==> src/rtl/uart_pkg.sv <==
// Shared definitions for the UART transmit feeder: launcher states and
// the default byte width.
package uart_pkg;

   localparam int DATA_W_DEF = 8;

   typedef enum logic [1:0] {
      IDLE  = 2'd0,
      START = 2'd1,
      WAIT  = 2'd2
   } launch_state_e;

endpackage

==> src/rtl/uart_tx_feeder_if.sv <==
// Host write port, transmitter handshake and FIFO status of the UART
// transmit feeder. The feeder uses the slave view; its environment
// uses the master view.
interface uart_tx_feeder_if
   import uart_pkg::*;
#(
   parameter int DATA_W = DATA_W_DEF,
   parameter int DEPTH  = 8
);
   localparam int CNT_W = $clog2(DEPTH) + 1;

   logic              wr_en;
   logic [DATA_W-1:0] wr_data;
   logic              done_t;
   logic [DATA_W-1:0] tx_data;
   logic              tx_start;
   logic              full;
   logic              empty;
   logic [CNT_W-1:0]  count;
   logic              overflow;
   logic              timeout_err;

   modport master (
      output wr_en, wr_data, done_t,
      input  tx_data, tx_start, full, empty, count, overflow, timeout_err
   );

   modport slave (
      input  wr_en, wr_data, done_t,
      output tx_data, tx_start, full, empty, count, overflow, timeout_err
   );

endinterface

==> src/rtl/uart_sync_fifo.sv <==
// Small synchronous byte FIFO with registered occupancy flags and a
// one-cycle overflow pulse for writes dropped while full.
module uart_sync_fifo
   import uart_pkg::*;
#(
   parameter int DATA_W = DATA_W_DEF,
   parameter int DEPTH  = 8,
   localparam int PTR_W = $clog2(DEPTH),
   localparam int CNT_W = $clog2(DEPTH) + 1
) (
   input  logic              clk_i,
   input  logic              rst_n_i,
   input  logic              wr_en_i,
   input  logic [DATA_W-1:0] wr_data_i,
   input  logic              rd_en_i,
   output logic [DATA_W-1:0] rd_data_o,
   output logic              full_o,
   output logic              empty_o,
   output logic [CNT_W-1:0]  count_o,
   output logic              overflow_o
);

   logic [DATA_W-1:0] mem_q [DEPTH];
   logic [PTR_W-1:0]  wr_ptr_q, wr_ptr_d;
   logic [PTR_W-1:0]  rd_ptr_q, rd_ptr_d;
   logic [CNT_W-1:0]  count_q, count_d;
   logic              full_q, full_d;
   logic              empty_q, empty_d;
   logic              overflow_q, overflow_d;
   logic              push, pop;

   // Acceptance uses the flags as they stood before the edge, so a push
   // while full is refused even if a pop frees a slot in the same cycle.
   assign push = wr_en_i && !full_q;
   assign pop  = rd_en_i && !empty_q;

   // Next pointers, occupancy and flags; pointers wrap because DEPTH is a power of two.
   always_comb begin
      wr_ptr_d   = wr_ptr_q;
      rd_ptr_d   = rd_ptr_q;
      count_d    = count_q;
      if (push) wr_ptr_d = wr_ptr_q + 1'b1;
      if (pop)  rd_ptr_d = rd_ptr_q + 1'b1;
      case ({push, pop})
         2'b10:   count_d = count_q + 1'b1;
         2'b01:   count_d = count_q - 1'b1;
         default: count_d = count_q;
      endcase
      full_d     = (count_d == CNT_W'(DEPTH));
      empty_d    = (count_d == '0);
      overflow_d = wr_en_i && full_q;
   end

   // Control state register.
   always_ff @(posedge clk_i or negedge rst_n_i) begin
      if (!rst_n_i) begin
         wr_ptr_q   <= '0;
         rd_ptr_q   <= '0;
         count_q    <= '0;
         full_q     <= 1'b0;
         empty_q    <= 1'b1;
         overflow_q <= 1'b0;
      end else begin
         wr_ptr_q   <= wr_ptr_d;
         rd_ptr_q   <= rd_ptr_d;
         count_q    <= count_d;
         full_q     <= full_d;
         empty_q    <= empty_d;
         overflow_q <= overflow_d;
      end
   end

   // Byte storage; contents are meaningless until written, so no reset.
   always_ff @(posedge clk_i) begin
      if (push) mem_q[wr_ptr_q] <= wr_data_i;
   end

   assign rd_data_o  = mem_q[rd_ptr_q];
   assign full_o     = full_q;
   assign empty_o    = empty_q;
   assign count_o    = count_q;
   assign overflow_o = overflow_q;

endmodule

==> src/rtl/uart_tx_feeder.sv <==
// Byte buffer and launch controller ahead of the UART transmitter: pops
// one byte at a time, pulses tx_start, then waits for done_t or a
// watchdog expiry before launching the next byte.
module uart_tx_feeder
   import uart_pkg::*;
#(
   parameter int DATA_W  = DATA_W_DEF,
   parameter int DEPTH   = 8,
   parameter int TIMEOUT = 20000
) (
   input logic               clk,
   input logic               rst,
   uart_tx_feeder_if.slave   bus_if
);

   localparam int CNT_W  = $clog2(DEPTH) + 1;
   localparam int WCNT_W = $clog2(TIMEOUT) + 1;

   launch_state_e     state_q, state_d;
   logic [WCNT_W-1:0] wcnt_q, wcnt_d;
   logic [DATA_W-1:0] tx_data_q, tx_data_d;
   logic              tx_start_q, tx_start_d;
   logic              tout_q, tout_d;
   logic              pop;

   logic [DATA_W-1:0] fifo_rd_data;
   logic              fifo_full;
   logic              fifo_empty;
   logic [CNT_W-1:0]  fifo_count;
   logic              fifo_overflow;

   uart_sync_fifo #(
      .DATA_W (DATA_W),
      .DEPTH  (DEPTH)
   ) u_fifo (
      .clk_i      (clk),
      .rst_n_i    (rst),
      .wr_en_i    (bus_if.wr_en),
      .wr_data_i  (bus_if.wr_data),
      .rd_en_i    (pop),
      .rd_data_o  (fifo_rd_data),
      .full_o     (fifo_full),
      .empty_o    (fifo_empty),
      .count_o    (fifo_count),
      .overflow_o (fifo_overflow)
   );

   // Launcher next state: tx_start is registered so it is high exactly
   // while the launcher sits in START; done_t outside WAIT is ignored.
   always_comb begin
      state_d    = state_q;
      wcnt_d     = wcnt_q;
      tx_data_d  = tx_data_q;
      tx_start_d = 1'b0;
      tout_d     = 1'b0;
      pop        = 1'b0;
      case (state_q)
         IDLE: begin
            if (!fifo_empty) begin
               pop        = 1'b1;
               tx_data_d  = fifo_rd_data;
               tx_start_d = 1'b1;
               state_d    = START;
            end
         end
         START: begin
            wcnt_d  = '0;
            state_d = WAIT;
         end
         WAIT: begin
            if (bus_if.done_t) begin
               state_d = IDLE;
            end else begin
               // Abandoned byte is counted as sent; it is not retried.
               wcnt_d = wcnt_q + 1'b1;
               if (wcnt_d == WCNT_W'(TIMEOUT - 1)) begin
                  tout_d  = 1'b1;
                  state_d = IDLE;
               end
            end
         end
         default: state_d = IDLE;
      endcase
   end

   // Launcher state, watchdog counter and registered transmitter outputs.
   always_ff @(posedge clk or negedge rst) begin
      if (!rst) begin
         state_q    <= IDLE;
         wcnt_q     <= '0;
         tx_data_q  <= '0;
         tx_start_q <= 1'b0;
         tout_q     <= 1'b0;
      end else begin
         state_q    <= state_d;
         wcnt_q     <= wcnt_d;
         tx_data_q  <= tx_data_d;
         tx_start_q <= tx_start_d;
         tout_q     <= tout_d;
      end
   end

   assign bus_if.tx_data     = tx_data_q;
   assign bus_if.tx_start    = tx_start_q;
   assign bus_if.full        = fifo_full;
   assign bus_if.empty       = fifo_empty;
   assign bus_if.count       = fifo_count;
   assign bus_if.overflow    = fifo_overflow;
   assign bus_if.timeout_err = tout_q;

endmodule

==> src/flat_wrapper.sv <==
// flat-port wrapper written by rule: the top's interface ports become plain ports
module uart_tx_feeder_flat import uart_pkg::*;
#(
   parameter int DATA_W  = DATA_W_DEF,
   parameter int DEPTH   = 8,
   parameter int TIMEOUT = 20000
)
  (clk, rst, bus_if_wr_en, bus_if_wr_data, bus_if_done_t, bus_if_tx_data, bus_if_tx_start, bus_if_full, bus_if_empty, bus_if_count, bus_if_overflow, bus_if_timeout_err);
  uart_tx_feeder_if #(.DATA_W(DATA_W), .DEPTH(DEPTH)) bus_if_i ();
  input logic clk;
  input logic rst;
  input wire logic [$bits(bus_if_i.wr_en)-1:0] bus_if_wr_en;
  input wire logic [$bits(bus_if_i.wr_data)-1:0] bus_if_wr_data;
  input wire logic [$bits(bus_if_i.done_t)-1:0] bus_if_done_t;
  output wire logic [$bits(bus_if_i.tx_data)-1:0] bus_if_tx_data;
  output wire logic [$bits(bus_if_i.tx_start)-1:0] bus_if_tx_start;
  output wire logic [$bits(bus_if_i.full)-1:0] bus_if_full;
  output wire logic [$bits(bus_if_i.empty)-1:0] bus_if_empty;
  output wire logic [$bits(bus_if_i.count)-1:0] bus_if_count;
  output wire logic [$bits(bus_if_i.overflow)-1:0] bus_if_overflow;
  output wire logic [$bits(bus_if_i.timeout_err)-1:0] bus_if_timeout_err;
  assign bus_if_i.wr_en = bus_if_wr_en;
  assign bus_if_i.wr_data = bus_if_wr_data;
  assign bus_if_i.done_t = bus_if_done_t;
  assign bus_if_tx_data = bus_if_i.tx_data;
  assign bus_if_tx_start = bus_if_i.tx_start;
  assign bus_if_full = bus_if_i.full;
  assign bus_if_empty = bus_if_i.empty;
  assign bus_if_count = bus_if_i.count;
  assign bus_if_overflow = bus_if_i.overflow;
  assign bus_if_timeout_err = bus_if_i.timeout_err;
  uart_tx_feeder #(.DATA_W(DATA_W), .DEPTH(DEPTH), .TIMEOUT(TIMEOUT)) u_core (.clk(clk), .rst(rst), .bus_if(bus_if_i));
endmodule
==> config.mk <==
export PLATFORM = sky130hd
export DESIGN_NAME = uart_tx_feeder_flat
export DESIGN_NICKNAME = d
export VERILOG_FILES = /design/src/rtl/uart_pkg.sv /design/src/rtl/uart_tx_feeder_if.sv /design/src/rtl/uart_sync_fifo.sv /design/src/rtl/uart_tx_feeder.sv /design/src/flat_wrapper.sv
export SDC_FILE = /design/constraint.sdc
export NUM_CORES = 1
export LEC_CHECK = 0
export BUFFER_PORTS_ARGS = -buffer_cell sky130_fd_sc_hd__buf_2
export CORE_AREA = 2 2 82 123
export CTS_CLUSTER_SIZE = 14
export DETAILED_ROUTE_END_ITERATION = 10
export DIE_AREA = 0 0 84 125
export PLACE_DENSITY_LB_ADDON = 0.08
export SLEW_MARGIN = 30
export SYNTH_ARGS = -nofsm -noshare
export SYNTH_HDL_FRONTEND = slang
export SYNTH_HIERARCHICAL = 1
export SYNTH_SLANG_ARGS = --single-unit
==> constraint.sdc <==
create_clock -name clk -period 3.6 [get_ports clk]
set_input_delay 0.18 -clock clk [delete_from_list [all_inputs] [get_ports clk]]
set_output_delay 0.18 -clock clk [all_outputs]
set_load 0.02 [all_outputs]
==> metrics.md, run 1 <==
| Metric | Value |
|---|---|
| Hold Crit Depth | 2 |
| Worst hold start | bus_if_wr_en |
| Top-count cell post-synth | edfxtp_1 |
| Port Buffers | 28 |
| Setup WS post-layout | a little under 0.9 ns |
| Hold EP | u_core/u_fifo/overflow_o$_DFF_PN0_ |
| N_diodes | 0 |
| Via count of the first global-routing pass | between 2000 and 3000 |
| Reg-to-Reg Start | u_core/state_q[1]$_DFFE_PN0P_ |
| Slowest CP cell | dfrtp_1 |
| Clock Latency Late Sink | 0.34 ns |
| Critical path arrival | ~3 ns |
| Initial antenna violation count | 0 |
| Pwr Total | about 4 mW |
| Least-Margin Pin Slew | roughly 0.92 ns |
| Final Hold Fails | 0 |
| Post-DP Area | 4870 um^2 |
| Root Driver | clkbuf_16 |
| Worst-path cell chain | nor3_2, buf_4, nand2b_2, inv_1, nand2_1, xnor2_1, ha_1, a21oi_1, or3_4, a2111o_1, a31o_1, nor2b_2 |
| Post-cts sizing count | 0 |
| Clock Skews | between 0.005 and 0.006 ns |
| Max cap viols | 0 |
| Layout Nets | 369 |
| Largest fanout on the critical path | 10 |
| DR vias | roughly 2700 |
| Setup CP Type | reg -> reg |
| Cell accounting for the most synthesized area | edfxtp_1 |
| Critical Path RT | about 3.9 ns |
| VDD IR max | just under 0.4 mV |
| Final period util | about 76% |
| Die Span X | 84 um |
| Die Area | 10500 um^2 |
| CP peak stage delay | 0.43 ns |
| GP Congestion | between 0.8 and 0.9 |
| FMAX | about 0.37 GHz |
| Cell Area, Synth | approximately 4600 um^2 |
| Mapped Cells | 322 |
| Area grow syn2layout | 12.1% |
| Synthesis warning total | 6 |
| DRC violations left | 0 |
| Cell area after layout | slightly above 5000 um^2 |
| Syn Nets | 340 |
| TritonCTS Sinks | roughly 110 |
| TritonCTS Buffers | 9 |
| Syn_area_per_cell | roughly 14 um^2 |
| Reg clk slew, reported paths | ~0.070 ns |
| First-pass GRT wire length | 14300 um |
| Grt ovf | 0 |
| Wire per inst | roughly 19 um |
| DRT Pass-1 Iters | 5 |
| Post-route ant nets | 0 |
| Largest cells by area after synthesis | edfxtp_1, dfrtp_1, mux4_2 |
| Worst relative slew slack | about two fifths |
| Clock Path Buffers | 2 |
| Initial Util | approximately half |
| Cell Rows | 44 |
| Setup Viol. Count Final | 0 |
| CTS tree | yes |
| Min Tclk post-route | around 2.7 ns |
| Total GRT Usage | approximately 18% |
| Part of the Yosys area used for sequential elements | 63.8% |
| Reg2Reg Setup Slack | around 0.9 ns |
| Via density | 5.82 |
| Power per Cell Area | about 770 nW/um^2 |
| Distinct cells, synth | 56 |
| Reg2reg end | u_core/u_fifo/full_o$_DFF_PN0_ |
| Die height | 125 um |
| Buf/Inv on CP | 2 |
| Share of cells above drive strength 1 | roughly a quarter |
| DP HPWL | between 5000 and 6000 um |
| Hold Slack | 0.0747 ns |
| EDFF count, synth | 64 |
| Largest net degree at the start of global routing | 42 |
| Post-synth ARST share | between 30% and 40% |
| Main synth FF type | edfxtp_1 |
| Final setup TNS | 0 ns |
| CP Capture Type | flop |
| Count of pins over their slew limit | 0 |
| Post-synth top area share | slightly above 40% |
| Commonest cells post-synth | edfxtp_1, dfrtp_1, o21ai_0 |
| Routed WL | roughly 8900 um |
| Top delay family on crit path | simple AND/OR/NAND/NOR gates |
| Dpl ws | just under 0.9 ns |
| RSZ-0062 raised after global routing | no |
| P_leak | around 1.9 nW |
| Status | finished, final reports clean |
| Yosys reg bits | 105 |
| Crit path launch type | flop |
| Initial DRC Count | slightly above 100 |
| Critical path depth in cells | 12 |
| HP Class | in -> reg |
| Core area | roughly 9500 um^2 |
| H-tree depth | 3 |
| Worst-case reg-to-reg path depth | 12 |
| Ports | 29 |
state kept, by name (all words and copies together) (netlist names), 2 cells and up:
signal / cells
u_core/u_fifo/rd_ptr_q: 3
u_core/u_fifo/count_o: 4
u_core/u_fifo/mem_q: 64
u_core/wcnt_q: 16
u_core/u_fifo/wr_ptr_q: 3
u_core/state_q: 2
u_core/bus_if.tx_data: 8
worst max-delay path by stage:
stage / startpoint / to / slack, ns
2_1_floorplan: u_core/state_q[1]$_DFFE_PN0P_ / u_core/u_fifo/full_o$_DFF_PN0_ / 0.84
3_3_place_gp: u_core/state_q[1]$_DFFE_PN0P_ / u_core/u_fifo/full_o$_DFF_PN0_ / 0.98
6_report: u_core/state_q[1]$_DFFE_PN0P_ / u_core/u_fifo/full_o$_DFF_PN0_ / 0.88
5_1_grt: u_core/state_q[1]$_DFFE_PN0P_ / u_core/u_fifo/full_o$_DFF_PN0_ / 0.68
4_1_cts: u_core/state_q[1]$_DFFE_PN0P_ / u_core/u_fifo/full_o$_DFF_PN0_ / 0.86
3_5_place_dp: u_core/state_q[1]$_DFFE_PN0P_ / u_core/u_fifo/full_o$_DFF_PN0_ / 0.87
cell families after synthesis:
group | synth area share, %
muxes | 12.2
and+or+nand+nor | 11.9
AOI/OAI and AO/OA | 6.71
DFF | 63.8
xor gates and xnor gates | 1.71
adders and majority gates | 1.62
buffers and inverters | 2.08
layout make-up:
type,instances,area (um^2)
Fill cell,776,4340
Sequential cell,105,2950
Multi-Input combinational cell,195,1590
Clock buffer,10,229
Timing Repair Buffer,33,183
Tap cell,115,144
Clock inverter,6,66.3
Inverter,7,26.3
per-stage QoR:
| stage | utilization, % | instances |
|---|---|---|
| after floorplan | - | 322 |
| after global placement | 51.2 | 454 |
| after detailed placement | 51.2 | 454 |
| after CTS | 54.3 | 470 |
| after global routing | 54.4 | 471 |
| final | 54.4 | 471 |
report_power, final:
group	switching, mW	internal [mW]	leakage (nW)
Combinational	0.647	0.607	0.663
Clock	0.427	0.541	0.137
Sequential	0.212	1.54	1.10
Total	1.29	2.68	1.90
metal layers:
metal | vias up | wire length (um) | GRT usage (%)
met5 | - | 0 | 0
met4 | 0 | 144 | 6.26
met3 | 11 | 282 | 3.76
met2 | 55 | 4750 | 31.4
met1 | 1379 | 3740 | 22.0
li1 | 1297 | - | -
cell usage in the layout (no fill, tap or decap), types with 3 or more instances in the layout:
master,count
nor3b_1,3
and3_1,3
a31oi_1,8
xnor2_1,6
xor2_1,3
a21oi_1,3
mux4_2,16
inv_1,6
buf_2,27
o21ai_0,29
edfxtp_1,64
ha_1,6
nor3_1,3
dfrtp_1,40
nand2_1,25
nor4_1,3
buf_4,5
nand4_1,10
nor3_2,3
clkbuf_16,9
mux2_2,17
nand3b_1,3
nor2_1,18
timing repair:
item | in CTS | in global routing
buffers inserted | 0 | 0
hold buffers | 0 | 1
endpoints found under the hold margin | 0 | 40
(Power assumes the default switching activity.)
==> run 2: changes to the inputs <==
Clock period 3.6 ns to 2.85 ns, I/O delays scaled along.
==> metrics.md, run 2 (synthesis results as in run 1) <==
| Metric | Value |
|---|---|
| HP Class | in -> reg |
| # fillers | 772 |
| Routed WL | between 8000 and 9000 um |
| Die Area | roughly 11000 um^2 |
| Area grow syn2layout | 14.2% |
| TritonCTS Sinks | ~110 |
| Crit path launch | u_core/state_q[1]$_DFFE_PN0P_ |
| CTS tree | yes |
| Post-cts sizing count | 0 |
| Power per Cell Area | between 900 and 1000 nW/um^2 |
| DP HPWL | between 5000 and 6000 um |
| Critical path destination | u_core/u_fifo/full_o$_DFF_PN0_ |
| Wire per inst | 18.2 um |
| Layout Nets | around 380 |
| N_diodes | 0 |
| Reg with most FFs | u_core/u_fifo/mem_q |
| Clock Path Buffers | 2 |
| Critical path arrival | about 2.9 ns |
| Largest register FFs | between 60 and 70 |
| Status | finished, final reports clean |
| RSZ-0062 raised after global routing | no |
| Via density | approximately 5.8 |
| Clock Skews | roughly 0.0079 ns |
| Initial antenna violation count | 0 |
| Min Tclk post-route | between 2 and 3 ns |
| Reg-to-Reg Start | u_core/state_q[1]$_DFFE_PN0P_ |
| Crit path launch type | flop |
| Final Hold Fails | 0 |
| DRT Pass-1 Iters | 4 |
| Initial Util | a little under 50% |
| Reg2reg end | u_core/u_fifo/full_o$_DFF_PN0_ |
| GP Congestion | 0.769 |
| P_leak | approximately 2 nW |
| Share of cells above drive strength 1 | approximately 28% |
| Max cap viols | 0 |
| VDD IR max | about 0.63 mV |
| Commonest non-fill, non-tap cells in the layout | edfxtp_1, dfrtp_1, o21ai_0, buf_2, nand2_1 |
| Core area | ~9500 um^2 |
| Setup Viol. Count Final | 0 |
| Dpl ws | between 0.2 and 0.3 ns |
| First-pass GRT wire length | ~14000 um |
| Root Driver | clkbuf_16 |
| Hold Slack | just over 0.03 ns |
| Largest fanout on the critical path | 7 |
| Reg clk slew, reported paths | roughly 0.070 ns |
| Ports | 29 |
| Setup WS post-layout | roughly 0.28 ns |
| Final setup TNS | 0 ns |
| Setup CP Type | reg -> reg |
| H-tree depth | 3 |
| Count of pins over their slew limit | 0 |
| Port Buffers | 28 |
| Least-Margin Pin Slew | 0.751 ns |
| Cell Rows | 44 |
| Reg2Reg Setup Slack | 0.28 ns |
| Most common cell after layout, fill and taps aside | edfxtp_1 |
| Die height | roughly 130 um |
| Die Span X | 84 um |
| Initial DRC Count | 118 |
| Via count of the first global-routing pass | 2710 |
| Post-route ant nets | 0 |
| Total GRT Usage | 17.8% |
| CP Capture Type | flop |
| Critical Path RT | about 3.1 ns |
| FMAX | about 0.39 GHz |
| Worst relative slew slack | ~50% |
| Final Util | between 50% and 60% |
| Final period util | roughly 90% |
| TritonCTS Buffers | 9 |
| DRC violations left | 0 |
| Worst-case reg-to-reg path depth | 11 |
| Grt ovf | 0 |
| Largest net degree at the start of global routing | 42 |
| DR vias | between 2000 and 3000 |
| Clock Latency Late Sink | about 0.35 ns |
-- run 2: per-layer routing --
layer / track usage [%] / part of all wire (%) / vias to the layer above
met5: 0 / 0 / -
met3: 4.42 / 3.9 / 12
met1: 21.3 / 43 / 1391
li1: - / - / 1317
met2: 30.4 / 51 / 49
met4: 7.40 / 1.9 / 0
-- run 2: area by class of cell --
| cell class | count | area, um^2 | share of cell area, % |
|---|---|---|---|
| Tap cell | 115 | 144 | 2.73 |
| Sequential cell | 105 | 2950 | 55.9 |
| Multi-Input combinational cell | 195 | 1580 | 29.9 |
| Clock buffer | 9 | 225 | 4.27 |
| Inverter | 7 | 26.3 | 0.498 |
| Timing Repair Buffer | 41 | 243 | 4.60 |
| Clock inverter | 7 | 114 | 2.16 |
-- run 2: report_power, final --
| group | internal [mW] | total, mW | switching [mW] |
|---|---|---|---|
| clock network | 0.789 | 1.36 | 0.571 |
| registers | 1.94 | 2.14 | 0.203 |
| logic | 0.794 | 1.67 | 0.874 |
| total | 3.52 | 5.17 | 1.65 |
-- run 2: worst max-delay path, stage by stage, from the launching register on --
cell      delay (ns)
dfrtp_1         0.43
nor3_2          0.24
nand2b_2        0.16
inv_1           0.16
nand2_1         0.08
xnor2_1         0.14
ha_1            0.17
a21oi_1         0.05
or3_4           0.35
a2111o_1        0.41
a31o_1          0.23
nor2b_2         0.10
-- run 2: how the worst min path moves through the flow --
stage,cells past startpoint,slack (ns),end,start
finish,2,0.03,u_core/u_fifo/overflow_o$_DFF_PN0_,bus_if_wr_en
global placement,1,0.36,u_core/wcnt_q[10]$_DFFE_PN0P_,rst
CTS,2,0.01,u_core/u_fifo/overflow_o$_DFF_PN0_,bus_if_wr_en
global route,2,0.03,u_core/u_fifo/overflow_o$_DFF_PN0_,bus_if_wr_en
detailed placement,1,0.17,u_core/wcnt_q[11]$_DFFE_PN0P_,rst
floorplan,0,-0.15,u_core/bus_if.timeout_err$_DFF_PN0_,rst
-- run 2: what timing repair did --
action,in CTS,in global routing
hold endpoints to repair,40,0
setup buffers,0,0
hold buffers,1,0
-- run 2: per-stage QoR --
stage               total power [mW]  cell area (um^2)  cells
floorplan                       3.37              4620    322
global placement                3.85              4930    462
detailed placement              3.87              4930    462
CTS                             5.25              5280    479
global route                    5.47              5280    479
finish                          5.17              5280    479
